===== src/rtl/ads8321_pkg.sv =====
// Shared types and constants for the ADS8321 sampling path.
package ads8321_pkg;

  localparam int unsigned AD_WIDTH = 16;
  localparam int unsigned AD_CYCLE = 21;

  typedef enum logic [1:0] {
    IDLE  = 2'd0,
    START = 2'd1,
    WAIT  = 2'd2,
    CAPT  = 2'd3
  } state_t;

  typedef struct packed {
    logic [AD_WIDTH-1:0] data;
    logic                last;
  } smp_t;

endpackage


===== src/rtl/ads8321_period_timer.sv =====
// Free-running sample-period timer; restart forces a tick and realigns the count.
module ads8321_period_timer #(
  parameter int unsigned PERIOD_W = 16
) (
  input  logic                clk,
  input  logic                rst,
  input  logic                en,
  input  logic                restart,
  input  logic [PERIOD_W-1:0] eff_period,
  output logic                tick_c
);

  logic [PERIOD_W-1:0] cnt;
  logic                at_end;

  assign at_end = (cnt == eff_period - PERIOD_W'(1));
  assign tick_c = en & (restart | at_end);

  always_ff @(posedge clk) begin
    if (rst) begin
      cnt <= '0;
    end else if (en) begin
      if (tick_c) cnt <= '0;
      else        cnt <= cnt + PERIOD_W'(1);
    end
  end

endmodule


===== src/rtl/ads8321_sampler_ctrl.sv =====
// Paces ADS8321 conversions, supervises them with a timeout and hands samples
// downstream through a single valid/ready holding register.
module ads8321_sampler_ctrl
  import ads8321_pkg::*;
#(
  parameter int unsigned PERIOD_W   = 16,
  parameter int unsigned BURST_W    = 8,
  parameter int unsigned MIN_PERIOD = 24,
  parameter int unsigned TIMEOUT    = 32,
  parameter int unsigned CNT_W      = 8
) (
  input  logic                clk,
  input  logic                rst,
  input  logic                en,
  input  logic [PERIOD_W-1:0] cfg_period,
  input  logic [BURST_W-1:0]  cfg_burst,
  output logic                ad_start,
  input  logic                ad_busy,
  input  logic                ad_dval,
  input  logic [AD_WIDTH-1:0] ad_data,
  output logic [AD_WIDTH-1:0] smp_data,
  output logic                smp_valid,
  input  logic                smp_ready,
  output logic                smp_last,
  output logic                burst_done,
  output logic                err_timeout,
  output logic [CNT_W-1:0]    ovr_cnt,
  output logic [CNT_W-1:0]    drop_cnt
);

  localparam int unsigned TMO_W = $clog2(TIMEOUT);

  state_t              state, state_nxt;
  logic                en_q;
  logic                en_rise;
  logic [PERIOD_W-1:0] per_q;
  logic [BURST_W-1:0]  burst_q;
  logic [BURST_W-1:0]  bcnt;
  logic                done_q;
  logic [TMO_W-1:0]    tmo;
  smp_t                smp_q;
  logic                tick_c;
  logic                cap_c;
  logic                is_last_c;
  logic                tmo_hit_c;
  logic                blocked_c;
  logic                ovr_c;

  assign en_rise   = en & ~en_q;
  assign cap_c     = (state == WAIT) & ad_dval;
  assign tmo_hit_c = (state == WAIT) & ~ad_dval & (tmo == TMO_W'(TIMEOUT - 1));
  assign is_last_c = (burst_q != '0) & (BURST_W'(bcnt + BURST_W'(1)) == burst_q);
  // a fresh enable reopens the burst in the same cycle it forces its tick
  assign blocked_c = done_q & ~en_rise;
  assign ovr_c     = tick_c & ~blocked_c & ((state != IDLE) | ad_busy);

  assign smp_data = smp_q.data;
  assign smp_last = smp_q.last;

  ads8321_period_timer #(
    .PERIOD_W (PERIOD_W)
  ) u_timer (
    .clk        (clk),
    .rst        (rst),
    .en         (en),
    .restart    (en_rise),
    .eff_period (per_q),
    .tick_c     (tick_c)
  );

  always_ff @(posedge clk) begin
    if (rst) state <= IDLE;
    else     state <= state_nxt;
  end

  always_comb begin
    state_nxt = state;
    case (state)
      IDLE:    if (tick_c & ~blocked_c & ~ad_busy) state_nxt = START;
      START:   state_nxt = WAIT;
      WAIT: begin
        if (ad_dval)        state_nxt = CAPT;
        else if (tmo_hit_c) state_nxt = IDLE;
      end
      CAPT:    state_nxt = IDLE;
      default: state_nxt = IDLE;
    endcase
  end

  always_ff @(posedge clk) begin
    if (rst) begin
      en_q        <= 1'b0;
      per_q       <= '0;
      burst_q     <= '0;
      bcnt        <= '0;
      done_q      <= 1'b0;
      tmo         <= '0;
      smp_q       <= '0;
      smp_valid   <= 1'b0;
      ad_start    <= 1'b0;
      burst_done  <= 1'b0;
      err_timeout <= 1'b0;
      ovr_cnt     <= '0;
      drop_cnt    <= '0;
    end else begin
      en_q       <= en;
      ad_start   <= (state_nxt == START);
      burst_done <= cap_c & is_last_c;

      if (state == START)     tmo <= '0;
      else if (state == WAIT) tmo <= tmo + TMO_W'(1);

      if (tmo_hit_c) err_timeout <= 1'b1;

      if (ovr_c && ovr_cnt != '1) ovr_cnt <= ovr_cnt + CNT_W'(1);

      // a held sample wins over a new one unless it is being accepted now
      if (cap_c) begin
        if (burst_q != '0) begin
          bcnt <= bcnt + BURST_W'(1);
          if (is_last_c) done_q <= 1'b1;
        end
        if (smp_valid && !smp_ready) begin
          if (drop_cnt != '1) drop_cnt <= drop_cnt + CNT_W'(1);
        end else begin
          smp_q.data <= ad_data;
          smp_q.last <= is_last_c;
          smp_valid  <= 1'b1;
        end
      end else if (smp_valid && smp_ready) begin
        smp_valid <= 1'b0;
      end

      if (en_rise) begin
        per_q       <= (cfg_period < PERIOD_W'(MIN_PERIOD)) ? PERIOD_W'(MIN_PERIOD) : cfg_period;
        burst_q     <= cfg_burst;
        bcnt        <= '0;
        done_q      <= 1'b0;
        err_timeout <= 1'b0;
      end
    end
  end

endmodule

===== config.mk =====
export PLATFORM = sky130hd
export DESIGN_NAME = ads8321_sampler_ctrl
export DESIGN_NICKNAME = d
export VERILOG_FILES = /design/src/rtl/ads8321_pkg.sv /design/src/rtl/ads8321_period_timer.sv /design/src/rtl/ads8321_sampler_ctrl.sv
export SDC_FILE = /design/constraint.sdc
export NUM_CORES = 1
export LEC_CHECK = 0
export ABC_AREA = 1
export CAP_MARGIN = 20
export CORE_MARGIN = 8
export CORE_UTILIZATION = 42
export DETAILED_ROUTE_END_ITERATION = 10
export MAX_ROUTING_LAYER = met4
export PLACE_DENSITY = 0.71
export SLEW_MARGIN = 20
export SYNTH_ARGS = -nofsm -noshare
export SYNTH_HDL_FRONTEND = slang
export SYNTH_SLANG_ARGS = --single-unit

===== constraint.sdc =====
create_clock -name clk -period 3.85 [get_ports clk]
set_input_delay 0.5775 -clock clk [delete_from_list [all_inputs] [get_ports clk]]
set_output_delay 0.5775 -clock clk [all_outputs]
set_load 0.02 [all_outputs]

; Yosys cells after proc, flatten, opt, wreduce, memory -nomap -nowiden
; Cells that the tools add are included.
[op_classes]
magnitude_cmp = 1
n_mux = 9
n_eq_ne = 10
bitwise = 19
reduce_logical = 15
n_addsub = 6
[op_table]
columns = operator, n
row1 = 16-bit two-way mux, 2
row2 = 8-bit by 1-bit adder with 8-bit output (second input constant), 3
row3 = 16-bit by 1-bit adder with 16-bit output (second input constant), 1
row4 = 16-bit == test, 1
row5 = 16-bit by 5-bit < comparator with 1-bit output (second input constant), 1
row6 = 8-bit != test (second input constant), 2
row7 = 16-bit by 1-bit subtractor with 16-bit output (second input constant), 1
row8 = 1-bit AND, 11
row9 = 8-bit == test, 1
row10 = 2-bit one-hot mux with 4 select lines, 1
row11 = 8-bit nonzero test, 1
row12 = 2-bit two-way mux, 3
row13 = 1-bit NOT, 6
row14 = 2-bit AND reduction, 3
row15 = 3-bit AND reduction, 2
row16 = 5-bit by 1-bit adder with 5-bit output (second input constant), 1
row17 = 5-bit == test (second input constant), 1
row18 = 2-bit by 1-bit == test with 1-bit output (second input constant), 2
row19 = 2-bit == test (second input constant), 2
row20 = 2-bit nonzero test, 2
row21 = 2-bit OR reduction, 2
row22 = 1-bit logical AND, 3
row23 = 1-bit two-way mux, 3
row24 = 2-bit logical NOT, 1
row25 = 3 further kinds, 4
[word_totals]
in_bits = 46
ff_bits = 94
word_cells = 76
output_inout_bits = 37

; Depth between registers and ports, before layout
[depth]
ltp_word = 10
ltp_mapped = 17

; Cells and area by module
; Synthesis repeated with hierarchy kept, for this count alone.
[unflattened]
cells_unflattened = 695
hier_area_um2 = 4833.4
[by_module_without_submodules]
columns = module, n_inst, cells_per_inst, area_each_um2
row1 = ads8321_sampler_ctrl, 1, 462, 3445.8
row2 = ads8321_period_timer, 1, 233, 1387.6

; Worst setup path after synthesis
; OpenSTA, ideal clock, no wires.
[synth_path]
kind = in2reg
start = input en
end = register u_timer.cnt[15]
stages = 11
setup_time_ps = 116
setup_slack_ps = 1852
arrival_ps = 1882
cell_sequence = buf_2 -> inv_2 -> nor2_1 -> nand3_1 -> nor3_2 -> nand3_1 -> nor2_1 -> nand3_1 -> nor2_1 -> nand3_1 -> nor3b_1
[synth_via]
elab_chain_cells = 4
[synth_lines]
columns = item, line
row1 = from (decl), ads8321_sampler_ctrl.sv:14  ; input logic en,
row2 = 1-bit AND, ads8321_sampler_ctrl.sv:49  ; assign en_rise = en & ~en_q;
row3 = 1-bit bitwise OR, ads8321_period_timer.sv:17  ; assign tick_c = en & (restart | at_end);
row4 = 1-bit AND, ads8321_period_timer.sv:17
row5 = 16-bit two-way mux, ads8321_period_timer.sv:23  ; if (tick_c) cnt <= '0;
row6 = to (signal assigned), ads8321_period_timer.sv:24  ; else cnt <= cnt + PERIOD_W'(1);
row7 = to (decl), ads8321_period_timer.sv:13  ; logic [PERIOD_W-1:0] cnt;
; Several ways; a longest one is shown, not always the timed one.
; A chain may end at the register's enable or synchronous reset.

; Final worst setup path
[layout_path]
start = input en
end = register bcnt[4]
[layout_via]
elab_chain_cells = 2
[layout_lines]
columns = item, line
row1 = 1-bit AND, ads8321_sampler_ctrl.sv:49
row2 = 2-bit OR reduction (no line), n/a
row3 = to (signal assigned), ads8321_sampler_ctrl.sv:120  ; bcnt <= bcnt + BURST_W'(1);
row4 = to (decl), ads8321_sampler_ctrl.sv:38  ; logic [BURST_W-1:0] bcnt;
; No other way between the ends.

==> summary.md <==
| Metric | Value |
|---|---|
| Post-Syn Area | 0.004701 mm² |
| Starting Density | 0.4317 |
| Chip width | 121.8 µm |
| Drt wl/cell | 13.93 µm |
| First-pass GRT wire length | 21690 µm |
| CP endpoint kind | register |
| RSZ-0062 raised after global routing | no |
| Number of global-route vias before repair | 4744 |
| Worst-Skew Late Latency | 0.37 ns |
| Mapped Avg Cell Area | 7.058 µm² |
| Die H | 121.8 µm |
| Sequential fraction of the synthesis area | 0.4003 |
| Post-route cell area | 0.005866 mm² |
| Status | finished clean |
| VDD IR-drop max | 0.2803 mV |
| Row count | 38 |
| Core area | 0.01089 mm² |
| Slew headroom | 0.3279 |
| Post-Route Setup TNS | 0 ns |
| CTS Sinks | 94 |
| Final ANT Viol Nets | 0 |
| CP required | 4.13 ns |
| NetSw | 570.3 µW |
| Seq pwr share | 0.503 |
| GRT overflow | 0 |
| Crit path launch type | input port |
| Clock network power share | 0.337 |
| Clk buf depth | 2 |
| I/O pin count | 83 |
| Synth Warn # | 0 |
| Setup bufs post-CTS | 0 |
| Share of flip-flops with an asynchronous set or reset | 0 |
| Ant. Diodes | 0 |
| Final Skew | 0.01291 ns |
| Total GRT Usage | 0.1819 |
| Main synth FF type | dfxtp_1 |
| Crit-path max FO | 20 |
| Layout overhead on the synthesized area | 24.78% |
| Int Pwr | 1472 µW |
| CP delay by family, top | buffers and inverters |
| Maxcap violations | 0 |
| Clk slew on worst S/H paths | 0.10 ns |
| Switching Fraction | 0.2792 |
| Netlist cell types | 41 |
| Final Max Slew Viols | 0 |
| DRC | 0 |
| P_leak | 0.002360 µW |
| Final setup fails | 0 |
| Power density cells | 348.2 mW/mm² |
| CP max stage cell | nor2_1 |
| Syn Inst Count | 666 |
| Crit Path Category | in2reg |
| Final #Nets | 801 |
| Htree depth | 3 |
| Slew @ Worst Pin | 1.007 ns |
| Avg Vias per Cell | 5.103 |
| EDFF count, synth | 0 |
| Post-CTS Hold Buffers | 0 |
| Worst path bufs/invs | 3 |
| Cell Area, Placed | 0.005658 mm² |
| Root buffer cell | clkbuf_8 |
| Filler cells | 1047 |
| Endpoints failing hold | 0 |
| Fmax | 0.3550 GHz |
| Overall Power | 2043 µW |
| CTS tree | done |
| Period minus WS final | 2.817 ns |
| Tightest Hold Check Type | reg2reg |
| Combinational power share | 0.160 |
| Worst-path cell chain | clkdlybuf4s50_1 > inv_2 > nor2_2 > nor2_1 > inv_1 > a211oi_1 |
| Vias post-DR | 4557 |
| Seq cells post-synth | 94 |
| WL final | 12440 µm |
| Initial antenna violation count | 0 |
| Final period util | 0.7317 |
| Routability congestion estimate | 0.9084 |
| Critical path's largest stage delay | 0.70 ns |
| WP data arrival | 3.10 ns |
| CTS Buf Count | 9 |
| Mapped Nets | 719 |
| Post-cts sizing count | 0 |
| Pin count of the biggest net entering global routing | 34 |
| Layout cells sized above 1 | 0.06242 |
| Iteration-0 DRC Markers | 260 |
| First drt pass iteration count | 5 |
| DIE AREA | 0.01483 mm² |
| HPWL after detailed placement | 9497 µm |
| Final core utilization | 0.5387 |
| Number of I/O port buffers | 82 |
[cells in the final DEF, fill, tap and decap left out, types with 2 or more instances in the layout]
cell type and instances:
nand2_1 120, nor2_1 111, dfxtp_1 94, clkdlybuf4s50_1 82
inv_1 65, nand3_1 57, o21ai_0 49, a21oi_1 35
xor2_1 23, nor3_1 13, xnor2_1 12, clkbuf_8 11
nand4_1 9, ha_1 7, inv_2 6, nor2_2 6
nand2_2 4, nor2_4 4, nor3b_1 4, buf_4 4
a22o_1 3, nor4_1 3, a32o_1 3, a31oi_1 3
o21ai_1 2, o211ai_1 2, a211oi_1 2, or2_2 2
clkinv_2 2
[power by group through the flow]
stage / Sequential [µW] / Clock [µW] / Combinational, µW
after floorplan: 1050 / 0 / 201
after global placement: 1050 / 0 / 317
after detailed placement: 1050 / 0 / 324
after CTS: 1030 / 707 / 325
after global routing: 1030 / 744 / 370
final: 1030 / 689 / 327
[worst min-delay path, stage by stage, from the launching register on]
cell and delay [ns]:
dfxtp_1 0.33, nand2_1 0.06, a21oi_1 0.05
[area by class of cell]
class | instances | area [µm²] | share of cell area
flip-flops and latches | 94 | 1882 | 0.3208
inverters | 71 | 266.5 | 0.04544
multi-input cells | 486 | 2484 | 0.4234
well taps | 140 | 175.2 | 0.02986
repair buffers | 86 | 850.8 | 0.1451
clock inverters | 5 | 56.30 | 0.009599
clock buffers | 11 | 151.4 | 0.02581
[through the flow]
step / std cells / setup WS, ns / hold WS (ns)
global placement: 877 / 0.8250 / 0.4524
global route: 893 / 0.8396 / 0.4966
CTS: 893 / 1.071 / 0.4736
detailed placement: 877 / 0.6556 / 0.4589
floorplan: 666 / 1.852 / 0.4418
finish: 893 / 1.033 / 0.4758
[routing by layer]
layer / vias up / share of wire / track usage
met1: 2071 / 0.43 / 0.1946
met3: 26 / 0.078 / 0.06432
met4: 0 / 0.027 / 0.07247
li1: 2337 / - / -
met5: - / 0 / -
met2: 123 / 0.47 / 0.3017
[synth_stat cells (3+ instances only)]
cell type	instances	area share
nand3_1	57	0.061
inv_2	6	0.0048
inv_1	65	0.052
nor2_2	6	0.0080
dfxtp_1	94	0.40
xor2_1	23	0.043
ha_1	7	0.019
xnor2_1	12	0.022
a22o_1	3	0.0056
a31oi_1	3	0.0040
nand2_1	120	0.096
nor4_1	3	0.0040
nor2_1	111	0.089
o21ai_0	49	0.052
nor3b_1	4	0.0064
buf_1	3	0.0024
nor2_4	4	0.0096
buf_2	4	0.0043
clkbuf_1	7	0.0056
a32o_1	3	0.0064
nand2_2	4	0.0053
nor3_1	13	0.014
nand4_1	9	0.012
a21oi_1	35	0.037
[worst paths after layout]
path	startpoint	to	slack, ns	cells after the start
max	en	bcnt[4]	1.03	6
max reg2reg	per_q[0]	ovr_cnt[1]	1.42	15
min reg2reg	tmo[4]	tmo[4]	0.48	2
min	tmo[4]	tmo[4]	0.48	2
[cells by family (layout without fill, tap and decap cells)]
kind of cell             Yosys count  in the layout  synth area share
buffers and inverters             86            173           0.07133
AO/OA/AOI/OAI                    105            105            0.1251
AND/OR/NAND/NOR                  339            339            0.3194
flip-flops                        94             94            0.4003
adder cells (fa/ha/maj)            7              7           0.01863
XOR/XNOR                          35             35           0.06521
[registers in the layout, summed over array words and instances (netlist names)]
signal,flops
en_q,1
tmo,5
burst_q,8
smp_valid,1
drop_cnt,8
smp_data,16
state,2
bcnt,8
per_q,16
u_timer.cnt,16
ad_start,1
smp_last,1
done_q,1
burst_done,1
ovr_cnt,8
err_timeout,1
No activity file was read; power rests on OpenSTA's default activity.
